==> src/rtl/imem_loader_pkg.sv <==
`default_nettype none
// ============================================================================
// Module   : imem_loader_pkg
// Brief    : Shared state encoding, error codes and framing constants for the
//            instruction-memory stream loader.
// Revision : 1.0 - initial release
// ============================================================================
package imem_loader_pkg;

    typedef enum logic [3:0] {
        IDLE   = 4'd0,
        LEN_LO = 4'd1,
        LEN_HI = 4'd2,
        B0     = 4'd3,
        B1     = 4'd4,
        B2     = 4'd5,
        WRITE  = 4'd6,
        CHK    = 4'd7,
        DONE   = 4'd8,
        ERR    = 4'd9
    } loader_state_t;

    localparam logic [1:0] ERR_NONE = 2'd0;
    localparam logic [1:0] ERR_LEN  = 2'd1;
    localparam logic [1:0] ERR_PAD  = 2'd2;
    localparam logic [1:0] ERR_CHK  = 2'd3;

    localparam int BYTES_PER_WORD = 3;

endpackage
`default_nettype wire

==> src/rtl/imem_word_packer.sv <==
`default_nettype none
// ============================================================================
// Module   : imem_word_packer
// Brief    : Holds B0/B1 of a word and merges the B2 byte currently on the
//            stream to form the packed instruction plus its pad-bit check.
// Revision : 1.0 - initial release
// ============================================================================
module imem_word_packer
    import imem_loader_pkg::*;
#(
    parameter int WORD_W = 22
) (
    input  logic              clk,
    input  logic              reset,
    input  logic [7:0]        in_data,
    input  logic              load_b0,
    input  logic              load_b1,
    output logic [WORD_W-1:0] word,
    output logic              pad_err
);

    localparam int c_BUF_W = 8 * BYTES_PER_WORD;

    logic [15:0]        r_lo;
    logic [c_BUF_W-1:0] w_buf;

    always_ff @(posedge clk or posedge reset) begin
        if (reset) begin
            r_lo <= '0;
        end else begin
            if (load_b0) r_lo[7:0]  <= in_data;
            if (load_b1) r_lo[15:8] <= in_data;
        end
    end

    // B2 is used straight off the bus so the word is ready on its handshake edge
    assign w_buf   = {in_data, r_lo};
    assign word    = w_buf[WORD_W-1:0];
    assign pad_err = |w_buf[c_BUF_W-1:WORD_W];

endmodule
`default_nettype wire

==> src/rtl/imem_stream_loader.sv <==
`default_nettype none
// ============================================================================
// Module   : imem_stream_loader
// Brief    : Unpacks a length/checksum framed byte stream into 22-bit words
//            and drives the instruction memory write port.
// Revision : 1.0 - initial release
// ============================================================================
module imem_stream_loader
    import imem_loader_pkg::*;
#(
    parameter int WORD_W = 22,
    parameter int ADDR_W = 22,
    parameter int DEPTH  = 101
) (
    input  logic              clk,
    input  logic              reset,
    input  logic              start,
    input  logic [7:0]        in_data,
    input  logic              in_valid,
    output logic              in_ready,
    output logic              we,
    output logic [ADDR_W-1:0] wa,
    output logic [WORD_W-1:0] wd,
    output logic              busy,
    output logic              done,
    output logic              error,
    output logic [1:0]        err_code
);

    localparam logic [15:0] c_DEPTH = 16'(DEPTH);

    loader_state_t      r_state;
    loader_state_t      w_next;
    logic [15:0]        r_len;
    logic [15:0]        r_idx;
    logic [7:0]         r_chk;
    logic [1:0]         r_err_code;
    logic               r_we;
    logic [ADDR_W-1:0]  r_wa;
    logic [WORD_W-1:0]  r_wd;

    logic               w_acc;
    logic               w_idle_like;
    logic [15:0]        w_len_n;
    logic [15:0]        w_idx_inc;
    logic               w_len_big;
    logic [WORD_W-1:0]  w_word;
    logic               w_pad_err;

    assign w_acc       = in_valid & in_ready;
    assign w_idle_like = (r_state == IDLE) || (r_state == DONE) || (r_state == ERR);
    assign w_len_n     = {in_data, r_len[7:0]};
    assign w_idx_inc   = r_idx + 16'd1;
    assign w_len_big   = (w_len_n > c_DEPTH);

    imem_word_packer #(
        .WORD_W (WORD_W)
    ) u_packer (
        .clk     (clk),
        .reset   (reset),
        .in_data (in_data),
        .load_b0 (w_acc && (r_state == B0)),
        .load_b1 (w_acc && (r_state == B1)),
        .word    (w_word),
        .pad_err (w_pad_err)
    );

    always_ff @(posedge clk or posedge reset) begin
        if (reset) r_state <= IDLE;
        else       r_state <= w_next;
    end

    always_comb begin
        w_next   = r_state;
        in_ready = 1'b0;
        busy     = 1'b1;
        case (r_state)
            IDLE, DONE, ERR: begin
                busy = 1'b0;
                if (start) w_next = LEN_LO;
            end
            LEN_LO: begin
                in_ready = 1'b1;
                if (w_acc) w_next = LEN_HI;
            end
            LEN_HI: begin
                in_ready = 1'b1;
                if (w_acc) begin
                    if (w_len_n == 16'd0) w_next = CHK;
                    else if (w_len_big)   w_next = ERR;
                    else                  w_next = B0;
                end
            end
            B0: begin
                in_ready = 1'b1;
                if (w_acc) w_next = B1;
            end
            B1: begin
                in_ready = 1'b1;
                if (w_acc) w_next = B2;
            end
            B2: begin
                in_ready = 1'b1;
                if (w_acc) w_next = w_pad_err ? ERR : WRITE;
            end
            WRITE: begin
                w_next = (w_idx_inc == r_len) ? CHK : B0;
            end
            CHK: begin
                in_ready = 1'b1;
                if (w_acc) w_next = (in_data == r_chk) ? DONE : ERR;
            end
            default: begin
                busy   = 1'b0;
                w_next = IDLE;
            end
        endcase
    end

    always_ff @(posedge clk or posedge reset) begin
        if (reset) begin
            r_len      <= '0;
            r_idx      <= '0;
            r_chk      <= '0;
            r_err_code <= ERR_NONE;
            r_we       <= 1'b0;
            r_wa       <= '0;
            r_wd       <= '0;
        end else begin
            r_we <= 1'b0;
            case (r_state)
                IDLE, DONE, ERR: begin
                    if (start) begin
                        r_len      <= '0;
                        r_idx      <= '0;
                        r_chk      <= '0;
                        r_err_code <= ERR_NONE;
                    end
                end
                LEN_LO: if (w_acc) r_len[7:0] <= in_data;
                LEN_HI: begin
                    if (w_acc) begin
                        r_len[15:8] <= in_data;
                        if (w_len_big) r_err_code <= ERR_LEN;
                    end
                end
                B0, B1: if (w_acc) r_chk <= r_chk ^ in_data;
                B2: begin
                    if (w_acc) begin
                        r_chk <= r_chk ^ in_data;
                        // A bad pad byte aborts before anything reaches memory
                        if (w_pad_err) begin
                            r_err_code <= ERR_PAD;
                        end else begin
                            r_we <= 1'b1;
                            r_wa <= ADDR_W'({r_idx, 2'b00});
                            r_wd <= w_word;
                        end
                    end
                end
                WRITE: r_idx <= w_idx_inc;
                CHK: begin
                    if (w_acc && (in_data != r_chk)) r_err_code <= ERR_CHK;
                end
                default: ;
            endcase
        end
    end

    assign we       = r_we;
    assign wa       = r_wa;
    assign wd       = r_wd;
    assign done     = (r_state == DONE);
    assign error    = (r_state == ERR);
    assign err_code = r_err_code;

endmodule
`default_nettype wire

==> config.mk <==
export PLATFORM = sky130hd
export DESIGN_NAME = imem_stream_loader
export DESIGN_NICKNAME = d
export VERILOG_FILES = /design/src/rtl/imem_loader_pkg.sv /design/src/rtl/imem_word_packer.sv /design/src/rtl/imem_stream_loader.sv
export SDC_FILE = /design/constraint.sdc
export NUM_CORES = 1
export LEC_CHECK = 0
export BUFFER_PORTS_ARGS = -buffer_cell sky130_fd_sc_hd__buf_2
export CORE_ASPECT_RATIO = 1.2
export CORE_MARGIN = 5
export CORE_UTILIZATION = 50
export CTS_CLUSTER_SIZE = 10
export DETAILED_ROUTE_END_ITERATION = 7
export PLACE_DENSITY = 0.77
export SYNTH_ARGS = -nofsm -noshare
export SYNTH_HDL_FRONTEND = slang
export SYNTH_SLANG_ARGS = --single-unit
==> constraint.sdc <==
create_clock -name clk -period 5.6 [get_ports clk]
set_clock_uncertainty 0.2 [all_clocks]
set_input_delay 0.56 -clock clk [delete_from_list [all_inputs] [get_ports clk]]
set_output_delay 0.56 -clock clk [all_outputs]
set_load 0.01 [all_outputs]
* Yosys cells after proc, flatten, opt, wreduce, memory -nomap -nowiden *
Cells that the tools add are included.

word-level totals
  register bits = 101

operators by class
  $add $sub $neg = 1
  order comparisons = 1
  equality and inequality tests = 23
  multiplexer cells = 33
  bitwise logic cells = 3
  reductions and logical operators = 22

operators with widths
  kind                   number
  $pmux 8 s2             3
  $mux 4                 10
  $pmux 16 s2            1
  $pmux 4 s8             1
  $mux 8                 3
  $ne 2x2->1 const B     10
  $add 16x1->16 const B  1
  $eq 16x16->1           1
  $eq 4x3->1 const B     4
  $gt 16x7->1 const B    1
  $logic_not 16->1       1
  $mux 16                1
  $reduce_and 7->1       2
  $mux 2                 6
  $reduce_and 3->1       4
  $eq 4x2->1 const B     2
  $eq 4x4->1 const B     2
  $eq 8x8->1             1
  $ne 8x8->1             1
  $pmux 2 s4             1
  $reduce_bool 2->1      4
  $xor 8x8->8            1
  $reduce_or 7->1        1
  $mux 1                 6
  12 further kinds       15

* Longest topological paths before layout *
Gate-level depths: netlist (run 1).

  word-level depth = 7
  gate-level depth with buffers = 8

* Cells and area by module *
Synthesis (run 1) repeated with hierarchy kept, for this count alone.

second synthesis, totals
  cell total of the unflattened synthesis = 514
  area total of the unflattened synthesis = 5225.0 um^2

by module, submodules not included
  module              instances  cells an instance  area an instance (um^2)  sequential area each (um^2)
  imem_stream_loader  1          472                4506.8                   2127.0
  imem_word_packer    1          42                 718.2                    400.4

* Worst setup path after synthesis (run 1) *
OpenSTA, ideal clock, no wires.

  kind = register to register
  start point = register r_idx[0]
  end point = register r_state[2]
  library setup time = 0.092 ns
  arrival time = 2.110 ns
  required time = 5.308 ns
  path slack = 3.199 ns
  stages on the path, launching flop included = 8
  path through = dfrtp_1 > ha_1 > nand3_1 > or4_1 > xnor2_1 > a2111oi_1 > nand4_1 > o31ai_2

on the way
  cells in the longest elaborated chain, start to end = 4

ends and longest elaborated chain
  item                    line                       RTL
  from (decl)             imem_stream_loader.sv:35   logic [15:0] r_idx;
  from (signal assigned)  imem_stream_loader.sv:161  WRITE: r_idx <= w_idx_inc;
  $add 16x1->16           imem_stream_loader.sv:53   assign w_idx_inc = r_idx + 16'd1;
  $eq 16x16->1            imem_stream_loader.sv:107  w_next = (w_idx_inc == r_len) ? CHK : B0;
  $mux 3                  imem_stream_loader.sv:107
  $pmux 4 s8              imem_stream_loader.sv:77   case (r_state)
  to (signal assigned)    imem_stream_loader.sv:70   else r_state <= w_next;
  to (decl)               imem_stream_loader.sv:32   loader_state_t r_state;

Every way passes these cells.
A chain may end at the register's enable or synchronous reset.

* Final worst setup path (run 1) *
  start point = register r_state[0]
  end point = register r_wd[3], in the netlist wd[3]

on the way
  cells in the longest elaborated chain, start to end = 5
  elaborated cells on any way between the ends = 10

ends and longest elaborated chain
  item                                line                       RTL
  $eq 4x2->1 (tied with other cells)  imem_stream_loader.sv:77
  $reduce_or 6->1 (no line)           --
  $mux 1                              imem_stream_loader.sv:77
  $and 1x1->1                         imem_stream_loader.sv:50   assign w_acc = in_valid & in_ready;
  $reduce_and 3->1 (no line) *        --
  to (signal assigned)                imem_stream_loader.sv:157  r_wd <= w_word;
  to (decl)                           imem_stream_loader.sv:40   logic [WORD_W-1:0] r_wd;

Mark *: on every way between the ends. The rest lies on a longest branch, timed or not.

==> impl_metrics.csv, run 1 <==
group,metric,value,unit
run_status,outcome,"finished clean",
setup_path,timing.critical_path.mode_cell,"nand2_1",
cts,postCtsSetupRepairBufs,0,
hold_path,holdCritPathClass,"in2async",
logic_synthesis,async_flop_share,100,%
logic_synthesis,synth_flop_cell,"dfrtp_1",
die,core,0.0104,sq mm
drt,drtIter0Drc,305,
logic_synthesis,yosys.area_share.xor_xnor,5.66,%
die,io_pins,63,
power_and_ir_drop,internal-power,1.52,mW
sta,hold_ws,0.506,ps
drt,first_pass_iters,4,
setup_path,crit_chain,"inv_1, nor2_1, nand4_1, buf_4, clkinv_1, nand2_1, nand2_1",
sta,min_period,3130,ps
cts,path_clk_slew,70,ps
finish,instances_no_fill,695,
die,dieArea,0.0127,sq mm
logic_synthesis,yosysSeqAreaShare,48.0,%
logic_synthesis,syn_avg_cell_area,9.97,sq um
logic_synthesis,ys_types,66,
sta,min_period_over_period,55.8,%
power_and_ir_drop,ir_drop,271,uV
drt,routedWlPerCell,17.6,microns
die,dieWidth,104,microns
cts,clock-sinks,101,
grt,grt_usage,19.8,%
grt,grt_pass1_wl,20400,microns
sta,slew_violations,0,
setup_path,worstSetupPathType,"reg2reg",
drt,drc,0,
drt,vias,4042,
finish,area_delta_synth_final,10.6,%
power_and_ir_drop,clock_power_share,28.2,%
die,rows,41,
finish,drive_gt1_share,23.7,%
drt,ant_nets,0,
finish,num-nets-final,574,
logic_synthesis,synth_compound_area_share,13.0,%
logic_synthesis,synth.area.top_cells,"dfrtp_1 (48%), mux2_2 (7.7%), nand2_1 (5.2%), xnor2_1 (4.8%), o21ai_0 (4.3%)",
setup_path,crit_required,5700,ps
power_and_ir_drop,seqPwrFrac,44.4,%
sta,worstMarginPinSlew,1080,ps
grt,antenna_found_initial,0,
placement,place_hpwl,8420,microns
logic_synthesis,synth-seq-cells,101,
setup_path,cp.arrival,3220,ps
cts,clock-root-buffer,"clkbuf_16",
power_and_ir_drop,power_switching_share,34.7,%
logic_synthesis,synth_top_cell_area_share,48.0,%
logic_synthesis,synth_top_family_by_area,"simple AND/OR/NAND/NOR gates",
sta,setup_violations,0,
placement,placedCellCount,679,
sta,final-hold-violation-count,0,
cts,cts_resized,0,
placement,gp_congestion,0.864,
logic_synthesis,synthSimpleGateAreaFrac,19.2,%
finish,seqCellArea,0.00253,sq mm
grt,gr-total-overflow,0,
job,maxCapViolCount,0,
cts,cts_made_buffers,9,
setup_path,endpoint_kind,"register",
placement,numPortBuffers,56,
placement,place_area,0.00551,sq mm
cts,h-tree-depth,3,
power_and_ir_drop,p_leak,2.86,nW
sta,relSlewSlack,27.6,%
setup_path,startpoint_type,"register",
power_and_ir_drop,power_density,400,mW/mm^2
die,start_util,50.6,%
logic_synthesis,syn_area,0.00527,sq mm
power_and_ir_drop,pwr-share-comb,27.3,%
sta,tns,0,ps
cts,hold_buffers,0,
logic_synthesis,synthAdderAreaFrac,0.238,%
cts,cts_buffer_depth,2,
logic_synthesis,synth-edff-count,0,
drt,totalWireLength,12200,microns
logic_synthesis,yosysTopAreaCell,"dfrtp_1",
drt,via_per_inst,5.82,
power_and_ir_drop,p_switching,807,uW
grt,grt_max_degree,71,
finish,nFillCells,854,
logic_synthesis,synth_mux_area_share,8.29,%
sta,fmax,320,MHz
logic_synthesis,yosys_warnings,0,
sta,rsz0062_at_grt,"no",
setup_path,path_max_fanout,26,
setup_path,slowest_delay,740,ps
logic_synthesis,syn_inst,528,
cts,cts_tree,"done",
finish,multi_input_area,0.00247,sq mm
setup_path,critical_path.slowest_cell,"dfrtp_1",
grt,grt_pass1_vias,4067,
die,die_y,122,microns
finish,final_area,0.00582,sq mm
cts,clock_latency,360,ps
finish,diodes,0,
-- cell families (layout without fill, tap and decap cells) --
kind of cell               after synthesis  after routing
other                                    1              6
AOI/OAI and AO/OA                      104            104
DFF                                    101            101
muxes                                   39             39
xor gates and xnor gates                34             34
buffers and inverters                   57             90
adders and majority gates                1              1
and+or+nand+nor                        191            191
-- state kept, by name (all words and copies together) (netlist names) --
name and flops:
wd 22, r_idx 16, r_len 16, u_packer.r_lo 16, wa 16, r_chk 8, r_state 4, err_code 2
we 1
-- placed cells by master (no fill, tap or decap), drive strengths merged, types with 3 or more instances in the layout --
cell and instances:
a21o 8, a21oi 11, a31o 8, and2 3, and3 4, buf 58, clkbuf 9, conb 6
dfrtp 101, inv 20, mux2 37, nand2 73, nand2b 4, nand3 18, nand4 10, nor2 35
nor2b 8, nor3 11, nor3b 9, nor4 5, o21ai 45, o21bai 4, o22ai 3, o31ai 6
xnor2 29, xor2 5
-- final cells by class --
type | count | share of cell area, %
clock inverters | 7 | 1.48
inverters | 16 | 1.07
clock buffers | 9 | 3.87
well taps | 129 | 2.77
multi-input cells | 375 | 42.3
repair buffers | 58 | 5.07
flip-flops and latches | 101 | 43.4
-- worst max-delay path: cells and delay by family (launching register included) --
| kind | cells | cell delay, ps |
|---|---|---|
| flops | 1 | 740 |
| simple gates | 4 | 1090 |
| buf+inv | 3 | 1040 |
-- cell usage after synthesis (all sizes together), types with 2 or more instances --
| cell type | instances |
|---|---|
| nand4 | 10 |
| and2 | 3 |
| clkbuf | 9 |
| nor2 | 35 |
| a2111oi | 2 |
| nand3 | 18 |
| o21ai | 45 |
| or4 | 2 |
| nand2 | 73 |
| and3 | 4 |
| o31ai | 6 |
| a21o | 8 |
| or3 | 2 |
| mux2 | 37 |
| a31o | 8 |
| and3b | 2 |
| dfrtp | 101 |
| o21bai | 4 |
| a211oi | 2 |
| nor3b | 9 |
| nor4 | 5 |
| a22o | 2 |
| nor2b | 8 |
| buf | 32 |
| o22ai | 3 |
| a21oi | 11 |
| inv | 15 |
| xnor2 | 29 |
| a22oi | 2 |
| mux2i | 2 |
| nor3 | 11 |
| nand2b | 4 |
| xor2 | 5 |
-- routing by layer --
layer  wire, microns  share of wire [%]  track usage [%]  vias up
met4             263                2.2             8.02        0
met5               0                  0                0        -
li1                -                  -                -     1886
met2            6220                 51             33.1      127
met3             627                5.1             4.47       26
met1            5090                 42             25.1     2003
-- per-stage QoR --
stage / power, mW / setup slack [ps] / utilization [%]
final: 2.33 / 2470 / 55.9
after global placement: 1.65 / 2580 / 52.9
after global routing: 2.47 / 2130 / 55.9
after CTS: 2.34 / 2430 / 55.9
after detailed placement: 1.68 / 2460 / 52.9
after floorplan: 1.50 / 2190 / -
-- worst paths after layout --
check | from | to | slack, ps | cells past startpoint
worst max-delay path | r_state[0] | wd[3] | 2470 | 7
worst min register to register | u_packer.r_lo[9] | wd[9] | 270 | 2
worst min-delay path | reset | wa[5] | 0.5 | 2
worst max register to register | r_state[0] | wd[3] | 2470 | 7
max in group asynchronous | reset | wd[13] | 4020 | 3
min in group clk | u_packer.r_lo[9] | wd[9] | 270 | 2
-- power groups by stage --
stage	clock [mW]	sequential [mW]	combinational, mW
final	0.658	1.03	0.637
after global placement	0	1.03	0.615
after detailed placement	0	1.04	0.636
after CTS	0.668	1.03	0.640
after global routing	0.699	1.05	0.712
after floorplan	0	0.998	0.497
(Power assumes the default switching activity.)
==> run 2: changes to the inputs <==
ABC_AREA = 1   (was unset)
clock period = 3 ns   (was 5.6 ns; I/O delays follow)
==> run 2 against run 1 <==
Critical path depth increased by 2. Flip-flop and latch count unchanged. Worst hold slack better by 110 ps. Register-to-register slack got worse by 2000 ps. Sequential share of layout area rose by 0.82 points. Clock power rose by 69%. Fmax up 23%. Wire length rose by 4.6%. Via count is 13% higher. Sequential power up 84%. Largest cell class unchanged.
==> impl_metrics.csv, run 2 <==
group,metric,value,unit
power_and_ir_drop,p_leak,2.92,nW
grt,grt_usage,22.1,%
die,core,0.00996,sq mm
setup_path,timing.rr.start,"r_state[0]",
sta,rsz0062_at_grt,"no",
drt,totalWireLength,12800,microns
sta,setup_ws,466,ps
placement,place_area,0.00543,sq mm
placement,place_hpwl,9280,microns
sta,min_period_over_period,84.5,%
cts,clock_latency,350,ps
placement,placedCellCount,814,
sta,slew_violations,0,
drt,drc,0,
finish,final_area,0.00572,sq mm
job,maxCapViolCount,0,
setup_path,path_max_fanout,16,
logic_synthesis,async_flop_share,100,%
setup_path,crit_required,3060,ps
die,dieWidth,102,microns
cts,cts_made_buffers,9,
finish,mostFrequentLayoutCell,"nand2_1",
placement,gp_congestion,0.934,
finish,instances_no_fill,831,
sta,worstMarginPinSlew,1030,ps
sta,min_period,2530,ps
grt,grt_pass1_vias,4420,
logic_synthesis,synth_flop_cell,"dfrtp_1",
logic_synthesis,synth-seq-cells,101,
finish,final_cell_mix,"nand2_1 (204), dfrtp_1 (101), nand3_1 (91), inv_1 (60)",
cts,cts_tree,"done",
die,io_pins,63,
power_and_ir_drop,power_density,806,mW/mm^2
finish,area_delta_synth_final,13.5,%
cts,path_clk_slew,70,ps
finish,num-nets-final,713,
sta,setup_violations,0,
cts,cts_buffer_depth,2,
logic_synthesis,yosysTopAreaCell,"dfrtp_1",
logic_synthesis,yosys_warnings,0,
cts,postCtsSetupRepairBufs,0,
setup_path,worstSetupPathType,"reg2reg",
cts,h-tree-depth,3,
sta,fmax,395,MHz
setup_path,timing.rr.end,"r_len[8]",
logic_synthesis,syn_area,0.00504,sq mm
drt,via_per_inst,5.52,
logic_synthesis,synth_top_cell_area_share,50.2,%
setup_path,r2r_slack,470,ps
drt,drtIter0Drc,312,
setup_path,cp.arrival,2590,ps
finish,drive_gt1_share,14.5,%
setup_path,critPathCapture,"r_len[8]",
logic_synthesis,syn_inst,642,
sta,hold_ws,108,ps
logic_synthesis,syn_avg_cell_area,7.85,sq um
finish,multi_input_area,0.00215,sq mm
grt,grt_pass1_wl,21500,microns
finish,nFillCells,935,
logic_synthesis,yosysSeqAreaShare,50.2,%
finish,largest_reg_flops,22,
sta,final-hold-violation-count,0,
drt,vias,4585,
cts,hold_buffers,1,
logic_synthesis,synthTopCellsByCount,"nand2_1 (204), dfrtp_1 (101), nand3_1 (91)",
logic_synthesis,synth_most_common_cell,"nand2_1",
finish,diodes,0,
logic_synthesis,synth-edff-count,0,
setup_path,startpoint,"r_state[0]",
run_status,outcome,"finished clean",
grt,antenna_found_initial,0,
sta,relSlewSlack,31.1,%
die,start_util,50.6,%
cts,cts_resized,0,
cts,clock-root-buffer,"clkbuf_16",
drt,ant_nets,0,
hold_path,holdCritPathClass,"in2reg",
grt,grt_max_degree,52,
setup_path,startpoint_type,"register",
logic_synthesis,synth.area.top_cells,"dfrtp_1 (50%), nand2_1 (15%), nand3_1 (9.0%), o21ai_0 (5.6%), inv_1 (4.5%)",
finish,seqCellArea,0.00253,sq mm
die,dieArea,0.0122,sq mm
drt,routedWlPerCell,15.4,microns
die,rows,40,
placement,post-place-ws,542,ps
placement,numPortBuffers,56,
setup_path,endpoint_kind,"register",
setup_path,ff2ff_path_depth,9,
die,die_y,120,microns
drt,first_pass_iters,5,
grt,gr-total-overflow,0,
power_and_ir_drop,ir_drop,586,uV
cts,clock-sinks,101,
logic_synthesis,ys_types,33,
sta,tns,0,ps
[run 2: cell count changes in the layout (fill, tap and decap cells not counted), moves of 9 or more]
cell     previous run  this run
inv_1              14        60
mux2_2             36         0
nand2_1            73       204
nand3_1            17        91
nor3b_1             9         0
o21ai_0            45        56
o21ai_2             0         9
xnor2_1            29         3
[run 2: final cells by class]
class	count	share of cell area, %
clock buffers	9	3.94
multi-input cells	460	37.7
clock inverters	7	0.941
inverters	64	4.27
well taps	126	2.76
repair buffers	64	6.22
flip-flops and latches	101	44.2
[run 2: worst max-delay path, cell delays in order (launching register included)]
cell,delay [ps]
dfrtp_1,380
inv_1,180
nand2_1,120
inv_1,40
nand2_1,190
or2_2,170
nand2_1,60
a21oi_1,790
nand3_1,170
o21ai_0,130
[run 2: cells by family after synthesis]
| family | after synthesis | synth area share [%] |
|---|---|---|
| other cells | 1 | 0.0744 |
| fa+ha+maj | 1 | 0.248 |
| simple gates | 361 | 31.3 |
| compound gates | 83 | 9.17 |
| buf+inv | 86 | 7.45 |
| xor+xnor | 9 | 1.56 |
| flops | 101 | 50.2 |
[run 2: where the power goes]
| group | total, mW | switching [mW] | internal, mW |
|---|---|---|---|
| Clock | 1.11 | 0.540 | 0.573 |
| Combinational | 1.60 | 1.09 | 0.512 |
| Sequential | 1.90 | 0.221 | 1.68 |
[run 2: how the worst min path moves through the flow]
stage                     startpoint        end  slack (ps)  cells past startpoint
after detailed placement       reset      wd[4]         190                      2
after floorplan           in_data[0]   r_len[0]         250                      2
after CTS                 in_data[5]  r_len[13]         100                      3
after global routing      in_data[7]  r_len[15]         120                      3
final                     in_data[4]  r_len[12]         110                      3
after global placement         reset     wd[16]         180                      2
[run 2: metrics by stage]
step / util (%) / power, mW
after detailed placement: 54.5 / 3.50
after floorplan: - / 3.04
after global routing: 57.4 / 4.95
after CTS: 57.4 / 4.61
final: 57.4 / 4.61
after global placement: 54.5 / 3.46
[run 2: routing by layer]
| layer | vias to the layer above | GRT usage [%] | wire [microns] |
|---|---|---|---|
| met4 | 0 | 9.98 | 374 |
| met3 | 27 | 2.67 | 714 |
| met5 | - | 0 | 0 |
| met2 | 150 | 35.2 | 6210 |
| met1 | 2194 | 30.0 | 5470 |
| li1 | 2214 | - | - |
==> run 3: changes to the inputs <==
ABC_AREA = 0   (was 1)
clock period = 2.5 ns   (was 3 ns; I/O delays follow)
==> run 3 against run 2 <==
Cell area rose by 7.8%. Worst setup slack lost 330 ps. Clock power is 19% higher. Critical path depth decreased by 2. Largest cell class unchanged.
==> impl_metrics.csv, run 3 (same netlist as run 1, synthesis figures left out) <==
group,metric,value,unit
cts,cts_made_buffers,9,
power_and_ir_drop,seqPwrFrac,43.3,%
grt,grt_max_degree,39,
power_and_ir_drop,p_leak,3.07,nW
setup_path,r2r_slack,140,ps
grt,grt_pass1_vias,4201,
power_and_ir_drop,total_power,5.17,mW
sta,setup_violations,0,
setup_path,crit_chain,"ha_2, nand3_1, or4_1, xnor2_1, a2111oi_1, nand4_1, o31ai_2",
hold_path,hold_depth,3,
sta,worstMarginPinSlew,707,ps
setup_path,path_max_fanout,7,
finish,final_cell_mix,"dfrtp_1 (101), nand2_1 (73), buf_2 (56), o21ai_0 (45), buf_4 (42)",
power_and_ir_drop,pwr-share-comb,31.2,%
finish,diodes,0,
setup_path,cp.arrival,2420,ps
cts,cts_buffer_depth,2,
drt,vias,4156,
sta,min_period_over_period,94.6,%
sta,min_period,2360,ps
setup_path,crit_cells,7,
finish,fin_util,59.2,%
grt,gr-total-overflow,0,
cts,h-tree-depth,3,
setup_path,crit_required,2560,ps
finish,largest_reg_flops,22,
hold_path,holdCritPathClass,"in2reg",
job,maxCapViolCount,0,
power_and_ir_drop,clock_power_share,25.5,%
setup_path,timing.rr.end,"r_state[2]",
sta,fmax,423,MHz
placement,numPortBuffers,56,
sta,relSlewSlack,52.8,%
setup_path,endpoint_kind,"register",
power_and_ir_drop,p_switching,1.77,mW
setup_path,critical_path.slowest_cell,"or4_1",
power_and_ir_drop,ir_drop,457,uV
setup_path,cp_top_family,"simple AND/OR/NAND/NOR gates",
cts,clock_latency,350,ps
grt,antenna_found_initial,0,
setup_path,worstSetupPathType,"reg2reg",
die,die_y,122,microns
hold_path,worstHoldStart,"in_data[7]",
die,dieWidth,104,microns
power_and_ir_drop,power_switching_share,34.3,%
power_and_ir_drop,internal-power,3.40,mW
finish,mostFrequentLayoutCell,"dfrtp_1",
finish,area_delta_synth_final,17.0,%
finish,drive_gt1_share,28.9,%
finish,num-nets-final,618,
cts,clock-sinks,101,
cts,clock-root-buffer,"clkbuf_16",
die,dieArea,0.0127,sq mm
drt,ant_nets,0,
die,io_pins,63,
die,core,0.0104,sq mm
placement,gp_congestion,0.879,
cts,path_clk_slew,70,ps
grt,grt_usage,20.4,%
sta,slew_violations,0,
drt,routedWlPerCell,17.0,microns
drt,drtIter0Drc,238,
power_and_ir_drop,power_density,840,mW/mm^2
placement,place_hpwl,8810,microns
grt,grt_pass1_wl,21100,microns
die,rows,41,
cts,cts_tree,"done",
hold_path,whs_endpoint,"u_packer.r_lo[7]",
setup_path,startpoint_type,"register",
drt,totalWireLength,12500,microns
setup_path,timing.rr.start,"r_idx[0]",
drt,first_pass_iters,4,
drt,drc,0,
setup_path,slowest_delay,550,ps
drt,via_per_inst,5.62,
cts,postCtsSetupRepairBufs,0,
setup_path,cp_num_buf_inv,0,
setup_path,ff2ff_path_depth,7,
run_status,outcome,"finished clean",
die,start_util,50.6,%
sta,final-hold-violation-count,0,
[run 3: cell types whose count changed in the layout (fill, tap and decap cells not counted), moves of 9 or more]
| cell | previous run | this run |
|---|---|---|
| inv_1 | 60 | 14 |
| o21ai_2 | 9 | 0 |
| nand3_1 | 91 | 17 |
| nand2_1 | 204 | 73 |
| nor3b_1 | 0 | 9 |
| o21ai_0 | 56 | 45 |
| buf_4 | 6 | 42 |
| xnor2_1 | 3 | 29 |
| mux2_2 | 0 | 36 |
[run 3: worst max-delay path by stage]
stage,end,startpoint,slack [ps]
after floorplan,r_state[2],r_idx[0],100
after global placement,r_state[2],r_idx[0],190
after detailed placement,r_state[2],r_idx[1],170
after CTS,r_state[2],r_idx[1],100
after global routing,r_state[2],r_idx[0],-20
final,r_state[2],r_idx[0],140
[run 3: what timing repair did]
action                     4_1_cts  5_1_grt
hold endpoints to repair        29        0
setup endpoints to repair        0        1
hold buffers                     1        0
gates resized for setup          0        1
[run 3: through the flow]
step           hold WS, ps  cells  area (sq um)  setup slack [ps]  TNS [ps]
5_1_grt                148    739          6160             -22.4     -22.4
2_1_floorplan          233    533          5290              98.6         0
3_3_place_gp           183    722          5870               189         0
3_5_place_dp           196    722          5870               168         0
4_1_cts                129    739          6160               102         0
6_report               140    739          6160               136         0
[run 3: per-layer routing]
| metal | vias up | track usage [%] | share of wire [%] |
|---|---|---|---|
| li1 | 1975 | - | - |
| met4 | 0 | 9.55 | 2.5 |
| met2 | 137 | 33.6 | 50 |
| met1 | 2020 | 26.9 | 42 |
| met3 | 24 | 3.00 | 5.2 |
| met5 | - | 0 | 0 |
[run 3: power by group through the flow]
stage	combinational [mW]	sequential (mW)	clock [mW]
2_1_floorplan	1.11	2.24	0
3_3_place_gp	1.57	2.24	0
3_5_place_dp	1.60	2.26	0
4_1_cts	1.61	2.23	1.35
5_1_grt	1.79	2.29	1.42
6_report	1.61	2.24	1.32
[run 3: final cells by class]
cell class | instances | area, sq um
Multi-Input combinational cell | 375 | 2470
Sequential cell | 101 | 2530
Clock buffer | 11 | 233
Clock inverter | 5 | 42.5
Inverter | 16 | 63.8
Timing Repair Buffer | 102 | 666
Fill cell | 874 | 4250
Tap cell | 129 | 161
[run 3: worst register-to-register path: stages, from the launching register on]
cell and delay (ps):
dfrtp_1 370, ha_2 250, nand3_1 110, or4_1 550, xnor2_1 170, a2111oi_1 280
nand4_1 160, o31ai_2 200
